**config.mk**
```make
export PLATFORM = sky130hd
export DESIGN_NAME = uart_rx
export DESIGN_NICKNAME = d
export VERILOG_FILES = /design/src/rtl/uart_rx.sv
export SDC_FILE = /design/constraint.sdc
export NUM_CORES = 1
export LEC_CHECK = 0
export BUFFER_PORTS_ARGS = -buffer_cell sky130_fd_sc_hd__buf_2
export CORE_UTILIZATION = 55
export CTS_CLUSTER_DIAMETER = 60
export DETAILED_ROUTE_END_ITERATION = 8
export PLACE_DENSITY = 0.76
export SYNTH_ARGS = -nofsm -noshare
export SYNTH_HDL_FRONTEND = slang
export SYNTH_SLANG_ARGS = --single-unit
```
**constraint.sdc**
```tcl
create_clock -name clk -period 1.8 [get_ports clk]
set_input_delay 0.36 -clock clk [delete_from_list [all_inputs] [get_ports clk]]
set_output_delay 0.36 -clock clk [all_outputs]
set_load 0.05 [all_outputs]
```
**src/rtl/uart_rx.sv**
```systemverilog
// uart_rx: 2-flop synchronised UART receiver, LSB first, mid-bit sampling, one stop bit.
// Define UART_RX_PARITY_EN to add an even-parity bit (PARITY state) and the parity_err pulse.
module uart_rx #(
  parameter int CLKS_PER_BIT = 16,
  parameter int DATA_BITS    = 8
) (
  input  logic                 clk,
  input  logic                 rst_n,
  input  logic                 rx,
  output logic [DATA_BITS-1:0] data_out,
  output logic                 valid,
  output logic                 frame_err,
`ifdef UART_RX_PARITY_EN
  output logic                 parity_err,
`endif
  output logic                 busy
);

  localparam int CW = $clog2(CLKS_PER_BIT);
  localparam int IW = (DATA_BITS > 1) ? $clog2(DATA_BITS) : 1;
  localparam logic [CW-1:0] CNT_LAST = CW'(CLKS_PER_BIT - 1);
  localparam logic [CW-1:0] CNT_HALF = CW'(CLKS_PER_BIT / 2 - 1);
  localparam logic [IW-1:0] IDX_LAST = IW'(DATA_BITS - 1);

  typedef enum logic [2:0] {
    S_IDLE,
    S_START,
    S_DATA,
`ifdef UART_RX_PARITY_EN
    S_PARITY,
`endif
    S_STOP,
    S_WAIT_HIGH
  } state_t;

  state_t               state_q, state_d;
  logic                 sync1_q, sync2_q;
  logic [CW-1:0]        cnt_q, cnt_d;
  logic [IW-1:0]        idx_q, idx_d;
  logic [DATA_BITS-1:0] shift_q, shift_d;
  logic [DATA_BITS-1:0] data_q, data_d;
  logic                 valid_q, valid_d;
  logic                 frame_err_q, frame_err_d;
`ifdef UART_RX_PARITY_EN
  logic                 par_q, par_d;
  logic                 parity_err_q, parity_err_d;
`endif
  logic                 rx_s;

  assign rx_s = sync2_q;

  always_comb begin
    state_d     = state_q;
    cnt_d       = cnt_q;
    idx_d       = idx_q;
    shift_d     = shift_q;
    data_d      = data_q;
    valid_d     = 1'b0;
    frame_err_d = 1'b0;
`ifdef UART_RX_PARITY_EN
    par_d        = par_q;
    parity_err_d = 1'b0;
`endif
    case (state_q)
      S_IDLE: begin
        cnt_d = '0;
        if (!rx_s) state_d = S_START;
      end
      S_START: begin
        if (cnt_q == CNT_HALF) begin
          cnt_d   = '0;
          idx_d   = '0;
          state_d = rx_s ? S_IDLE : S_DATA;
        end else begin
          cnt_d = cnt_q + CW'(1);
        end
      end
      S_DATA: begin
        if (cnt_q == CNT_LAST) begin
          cnt_d          = '0;
          shift_d[idx_q] = rx_s;
          if (idx_q == IDX_LAST) begin
`ifdef UART_RX_PARITY_EN
            state_d = S_PARITY;
`else
            state_d = S_STOP;
`endif
          end else begin
            idx_d = idx_q + IW'(1);
          end
        end else begin
          cnt_d = cnt_q + CW'(1);
        end
      end
`ifdef UART_RX_PARITY_EN
      S_PARITY: begin
        if (cnt_q == CNT_LAST) begin
          cnt_d   = '0;
          par_d   = rx_s;
          state_d = S_STOP;
        end else begin
          cnt_d = cnt_q + CW'(1);
        end
      end
`endif
      S_STOP: begin
        if (cnt_q == CNT_LAST) begin
          cnt_d = '0;
          if (!rx_s) begin
            // Line still low: wait for it to return high before re-arming.
            frame_err_d = 1'b1;
            state_d     = S_WAIT_HIGH;
          end else begin
            state_d = S_IDLE;
`ifdef UART_RX_PARITY_EN
            if (^{shift_q, par_q}) begin
              parity_err_d = 1'b1;
            end else begin
              data_d  = shift_q;
              valid_d = 1'b1;
            end
`else
            data_d  = shift_q;
            valid_d = 1'b1;
`endif
          end
        end else begin
          cnt_d = cnt_q + CW'(1);
        end
      end
      S_WAIT_HIGH: begin
        if (rx_s) state_d = S_IDLE;
      end
      default: state_d = S_IDLE;
    endcase
  end

  always_ff @(posedge clk) begin
    if (!rst_n) begin
      state_q     <= S_IDLE;
      sync1_q     <= 1'b1;
      sync2_q     <= 1'b1;
      cnt_q       <= '0;
      idx_q       <= '0;
      shift_q     <= '0;
      data_q      <= '0;
      valid_q     <= 1'b0;
      frame_err_q <= 1'b0;
`ifdef UART_RX_PARITY_EN
      par_q        <= 1'b0;
      parity_err_q <= 1'b0;
`endif
    end else begin
      state_q     <= state_d;
      sync1_q     <= rx;
      sync2_q     <= sync1_q;
      cnt_q       <= cnt_d;
      idx_q       <= idx_d;
      shift_q     <= shift_d;
      data_q      <= data_d;
      valid_q     <= valid_d;
      frame_err_q <= frame_err_d;
`ifdef UART_RX_PARITY_EN
      par_q        <= par_d;
      parity_err_q <= parity_err_d;
`endif
    end
  end

  assign data_out  = data_q;
  assign valid     = valid_q;
  assign frame_err = frame_err_q;
`ifdef UART_RX_PARITY_EN
  assign parity_err = parity_err_q;
`endif
  assign busy      = (state_q != S_IDLE);

endmodule
```
==> results of run 1 <==
-- metrics by stage --
| stage | instances | instance area [um^2] |
|---|---|---|
| after global routing | 193 | 1520 |
| final | 193 | 1520 |
| after CTS | 193 | 1510 |
| after detailed placement | 185 | 1440 |
| after global placement | 185 | 1440 |
| after floorplan | 152 | 1380 |
-- how the worst min path moves through the flow --
stage          cells after the start  slack, ps       to
3_3_place_gp                       1        400     rx_s
6_report                           2        220  sync1_q
4_1_cts                            2        210  sync1_q
3_5_place_dp                       1        420     rx_s
5_1_grt                            2        210  sync1_q
2_1_floorplan                      1        390     rx_s
-- critical path, delay by kind of cell, from the launching register on --
kind          cells  cell delay [ps]
simple gates      1              340
flops             1              320
buf+inv           2              380
-- layout make-up --
cell class,instances,area (um^2)
clock buffer,5,37.5
clock inverter,3,40.0
fill,185,781
inverter,4,15.0
multi-input combinational,106,691
sequential,30,603
tap,28,35.0
timing repair buffer,17,95.1
-- registers in the layout, indices dropped and copies added, names as in the netlist --
register   cells
idx_q          3
valid          1
data_out       8
rx_s           1
cnt_q          4
sync1_q        1
frame_err      1
shift_q        8
state_q        3
-- per-layer routing --
layer  wire length, um  vias to the layer above  track usage
li1                  -                      565            -
met2              1250                       26        0.372
met5                 0                        -            0
met1              1280                      516        0.307
met4                57                        0        0.118
met3               106                        7       0.0643
-- kinds of logic after synthesis --
logic type	share of synthesized area
AND/OR/NAND/NOR	0.272
AO/OA/AOI/OAI	0.134
flip-flops	0.434
buffers and inverters	0.0669
multiplexers	0.0660
adder cells (fa/ha/maj)	0.0271
-- power by group --
part           total, mW  switching, mW  internal, mW
Sequential         0.673        0.00611         0.667
Clock              0.523          0.236         0.287
Combinational     0.0423         0.0284        0.0138
-- cell usage after synthesis, types with 2 or more instances --
cell type   n
a21oi_1     7
a22o_1      2
buf_2       2
buf_4       4
buf_6       2
clkbuf_1    4
dfxtp_1    30
ha_1        3
inv_1       3
mux2i_1     8
nand2_1    18
nand2b_1    3
nand3_1    11
nand3b_1    3
nand4_1     2
nor2_1      9
nor3_1      3
nor3b_2     2
o211ai_1    2
o21ai_0     4
o21ai_1     8
==> qor.txt, run 1 <==
RD Place Congestion: 0.863
VDD IR-drop max: 0.675 mV
gr usage total: 0.240
worst-path cell chain: buf_4, or3_1, buf_2
Leakage: 0.611 nW
antenna cells: 0
htree depth: 2
area of the mapped netlist: 1380 um^2
Post-DP HPWL: 1870 um
Buffers on Ports: 13
outcome: completed
Worst setup EP type: output pin
P per Cell Area: 817 nW/um^2
Final Hold Vio Count: 0
syn nets: 158
row cnt: 17
asr flop ratio synth: 0
Relative slew margins: 0.754
Pre-antenna DRT Iters: 4
share of the core filled with cells: 0.660
Vias/cell: 5.77
nature of the critical path startpoint: flop
final-stage net count: 170
fin. max-slew vios: 0
pre-CTS setup slack: 130 ps
Hold-fix buffers, CTS: 0
grt total ovfl: 0
DRC: 0
initial antenna violation count: 0
Clock Sinks: 30
Crit path largest cell delay: 340 ps
worst clock skew: 8.45 ps
RSZ-0062 raised after global routing: yes
Hold WC Path Type: input port to flop
clock latency on the worst-skew pair: 330 ps
Root Buffer: clkbuf_4
max cap viols: 0
post-synth top area share: 0.434
Initial Util: 0.602
die span in y: 52.2 um
r2r startpoint: cnt_q[0]
post-synth cell types: 43
most frequent cells in the layout: dfxtp_1 (28), nand2_1 (18), buf_2 (13)
DRT antenna net count: 0
1st-iter DRT viols: 12
worst setup margin: 71.2 ps
Worst-path clk slew: 100 ps
CP startpoint: state_q[2]
Req. time, crit path: 1440 ps
Reg2Reg Setup Slack: 130 ps
Peak Freq: 0.578 GHz
Post-CTS Setup Repair Bufs: 0
WL/cell: 14.0 um
Synth-to-Final Area Change: 9.58%
post-synthesis sequential area ratio: 0.434
total CTS buffers: 5
actual slew at the worst max-slew pin: 369 ps
DIE AREA: 2720 um^2
Setup CP Type: flop to output pin
Crit Path Max Fanout: 11
Mapped Cells: 152
Syn Area/Cell: 9.10 um^2
largest net degree at the start of global routing: 26
Post-CTS Resized: 0
Post-synth EDFFs: 0
Synth Warn #: 0
reg2reg path depth: 5
via count: 1114
Synth area leaders: dfxtp_1 (43%), mux2i_1 (5.8%), nand2_1 (4.9%)
Clock Path Buffers: 2
final setup violation count: 0
die extent in x: 52.2 um
worst setup path end: busy
Critical Path AT: 1370 ps
DRT Wirelength: 2700 um
cell taking the most area after synthesis: dfxtp_1
worst hold start: rx
flops & latches, synth: 30
vias in the first global route: 1054
Pwr Total: 1.24 mW
Setup TNS Final: 0 ps
crit path max-delay cell type: or3_1
core box area: 2300 um^2
num ports: 14
Hold Slack: 218 ps
TritonCTS clock tree: done
share of post-route cells with drive strength above 1: 0.212
Tcrit/Tclk final: 0.960
most common cell after layout, fill and taps aside: dfxtp_1
first-pass GRT wire length: 4660 um
RR Endpoint: shift_q[4]
Period minus WS final: 1730 ps
Most used DFF post-synth: dfxtp_1
Power figures use the tool's default switching activity.
==> run 2: changes to the inputs <==
- CORE_UTILIZATION: 55 -> 39
- PLACE_DENSITY: 0.76 -> 0.58
==> run 2 against run 1 <==
Clock power fell by 31%. Final cell count rose by 10%. Via count rose by 0.27%. Clock skew barely moved. Sequential share of layout area fell by 0.39 points. Power fell by 13%. Critical path depth did not move. Global-route usage fell by 7.0 points. Fmax rose by 0.66%. Sequential power barely moved. Setup slack improved by 11 ps. Register-to-register slack improved by 30 ps. Critical path type unchanged. Largest cell class unchanged. Largest power group unchanged.
==> qor.txt, run 2 (synthesis gave the netlist of run 1 again) <==
DIE AREA: 3790 um^2 (was 2720 um^2)
Root Buffer: clkbuf_4 (unchanged)
die span in y: 61.6 um (was 52.2 um)
Period minus WS final: 1720 ps (was 1730 ps)
first-pass GRT wire length: 4590 um (was 4660 um)
htree depth: 2 (unchanged)
Tcrit/Tclk final: 0.954 (was 0.960)
clock latency on the worst-skew pair: 320 ps (was 330 ps)
Post-CTS Setup Repair Bufs: 0 (unchanged)
DRC: 0 (unchanged)
outcome: completed (unchanged)
Setup CP Type: flop to output pin (unchanged)
Hold Path Stages: 2 (unchanged)
RSZ-0062 raised after global routing: no (was yes)
row cnt: 21 (was 17)
final-stage net count: 173 (was 170)
Post-CTS Resized: 0 (unchanged)
Worst-path clk slew: 100 ps (about the same)
1st-iter DRT viols: 108 (was 12)
Synth-to-Final Area Change: 10.7% (was 9.58%)
gr usage total: 0.171 (was 0.240)
Hold-fix buffers, CTS: 0 (unchanged)
dpl cells: 206 (was 185)
final setup violation count: 0 (unchanged)
most common cell after layout, fill and taps aside: dfxtp_1 (unchanged)
Critical Path AT: 1360 ps (was 1370 ps)
worst clock skew: 8.69 ps (was 8.45 ps)
Setup TNS Final: 0 ps (unchanged)
Buffers on Ports: 13 (unchanged)
Post-DP HPWL: 2020 um (was 1870 um)
via count: 1117 (was 1114)
largest net degree at the start of global routing: 18 (was 26)
Pre-antenna DRT Iters: 4 (unchanged)
initial antenna violation count: 0 (unchanged)
Req. time, crit path: 1440 ps (about the same)
die extent in x: 61.6 um (was 52.2 um)
reg2reg path depth: 5 (unchanged)
Clock Sinks: 30 (unchanged)
num ports: 14 (unchanged)
Fill cells: 346 (was 185)
core box area: 3360 um^2 (was 2300 um^2)
DRT Wirelength: 2840 um (was 2700 um)
share of post-route cells with drive strength above 1: 0.222 (was 0.212)
Crit Path Max Fanout: 11 (unchanged)
RD Place Congestion: 0.840 (was 0.863)
total CTS buffers: 5 (unchanged)
WL/cell: 13.3 um (was 14.0 um)
Leakage: 0.612 nW (was 0.611 nW)
P per Cell Area: 706 nW/um^2 (was 817 nW/um^2)
vias in the first global route: 976 (was 1054)
Peak Freq: 0.582 GHz (was 0.578 GHz)
Vias/cell: 5.24 (was 5.77)
Worst setup EP type: output pin (unchanged)
DRT antenna net count: 0 (unchanged)
grt total ovfl: 0 (unchanged)
actual slew at the worst max-slew pin: 421 ps (was 369 ps)
most frequent cells in the layout: dfxtp_1 (28), nand2_1 (18), buf_2 (13) (unchanged)
Final Non-Filler Cells: 213 (was 193)
VDD IR-drop max: 0.420 mV (was 0.675 mV)
Clock Path Buffers: 2 (unchanged)
Relative slew margins: 0.719 (was 0.754)
TritonCTS clock tree: done (unchanged)
fin. max-slew vios: 0 (unchanged)
Hold WC Path Type: input port to flop (unchanged)
Initial Util: 0.411 (was 0.602)
antenna cells: 0 (unchanged)
max cap viols: 0 (unchanged)
Hold Slack: 224 ps (was 218 ps)
Final Hold Vio Count: 0 (unchanged)
nature of the critical path startpoint: flop (unchanged)
run 2: cell count changes in the layout (fill, tap and decap cells not counted):
cell and change:
buf_4 +3, bufinv_16 -1
run 2: worst paths after layout:
| check | from | end | slack (ps) |
|---|---|---|---|
| setup / recovery | state_q[2] | busy | 80 |
| hold / removal | rx | sync1_q | 220 |
| setup reg to reg | cnt_q[0] | data_out[1] | 160 |
| hold reg to reg | sync1_q | rx_s | 410 |
run 2: layer usage:
metal,track usage,routed length [um],vias up
met3,0.0609,111,4
met1,0.223,1400,522
met5,0,0,-
li1,-,-,572
met4,0.0571,38,0
met2,0.261,1290,19
run 2: where the power goes:
part,switching (mW),internal [mW]
Clock,0.223,0.140
Combinational,0.0294,0.0154
Sequential,0.00677,0.667
Total,0.259,0.823
run 2: layout make-up:
class,instances,area (um^2),share of cell area
Clock buffer,5,37.5,0.0245
Tap cell,46,57.6,0.0376
Multi-Input combinational cell,106,691,0.451
Clock inverter,2,10.0,0.00654
Inverter,4,15.0,0.00980
Sequential cell,30,603,0.394
Timing Repair Buffer,20,118,0.0768
run 2: critical path, cell delays in order (launching register included):
cell and delay (ps):
dfxtp_1 330, buf_4 170, or3_1 330, buf_2 210
run 2: per-stage QoR:
stage | util | total power, mW | setup slack [ps] | cell area, um^2
after floorplan | - | 0.721 | 307 | 1380
after global placement | 0.440 | 0.733 | 160 | 1480
after detailed placement | 0.440 | 0.734 | 141 | 1480
after CTS | 0.455 | 1.09 | 77.6 | 1530
after global routing | 0.455 | 1.13 | 17.8 | 1530
final | 0.455 | 1.08 | 82.5 | 1530
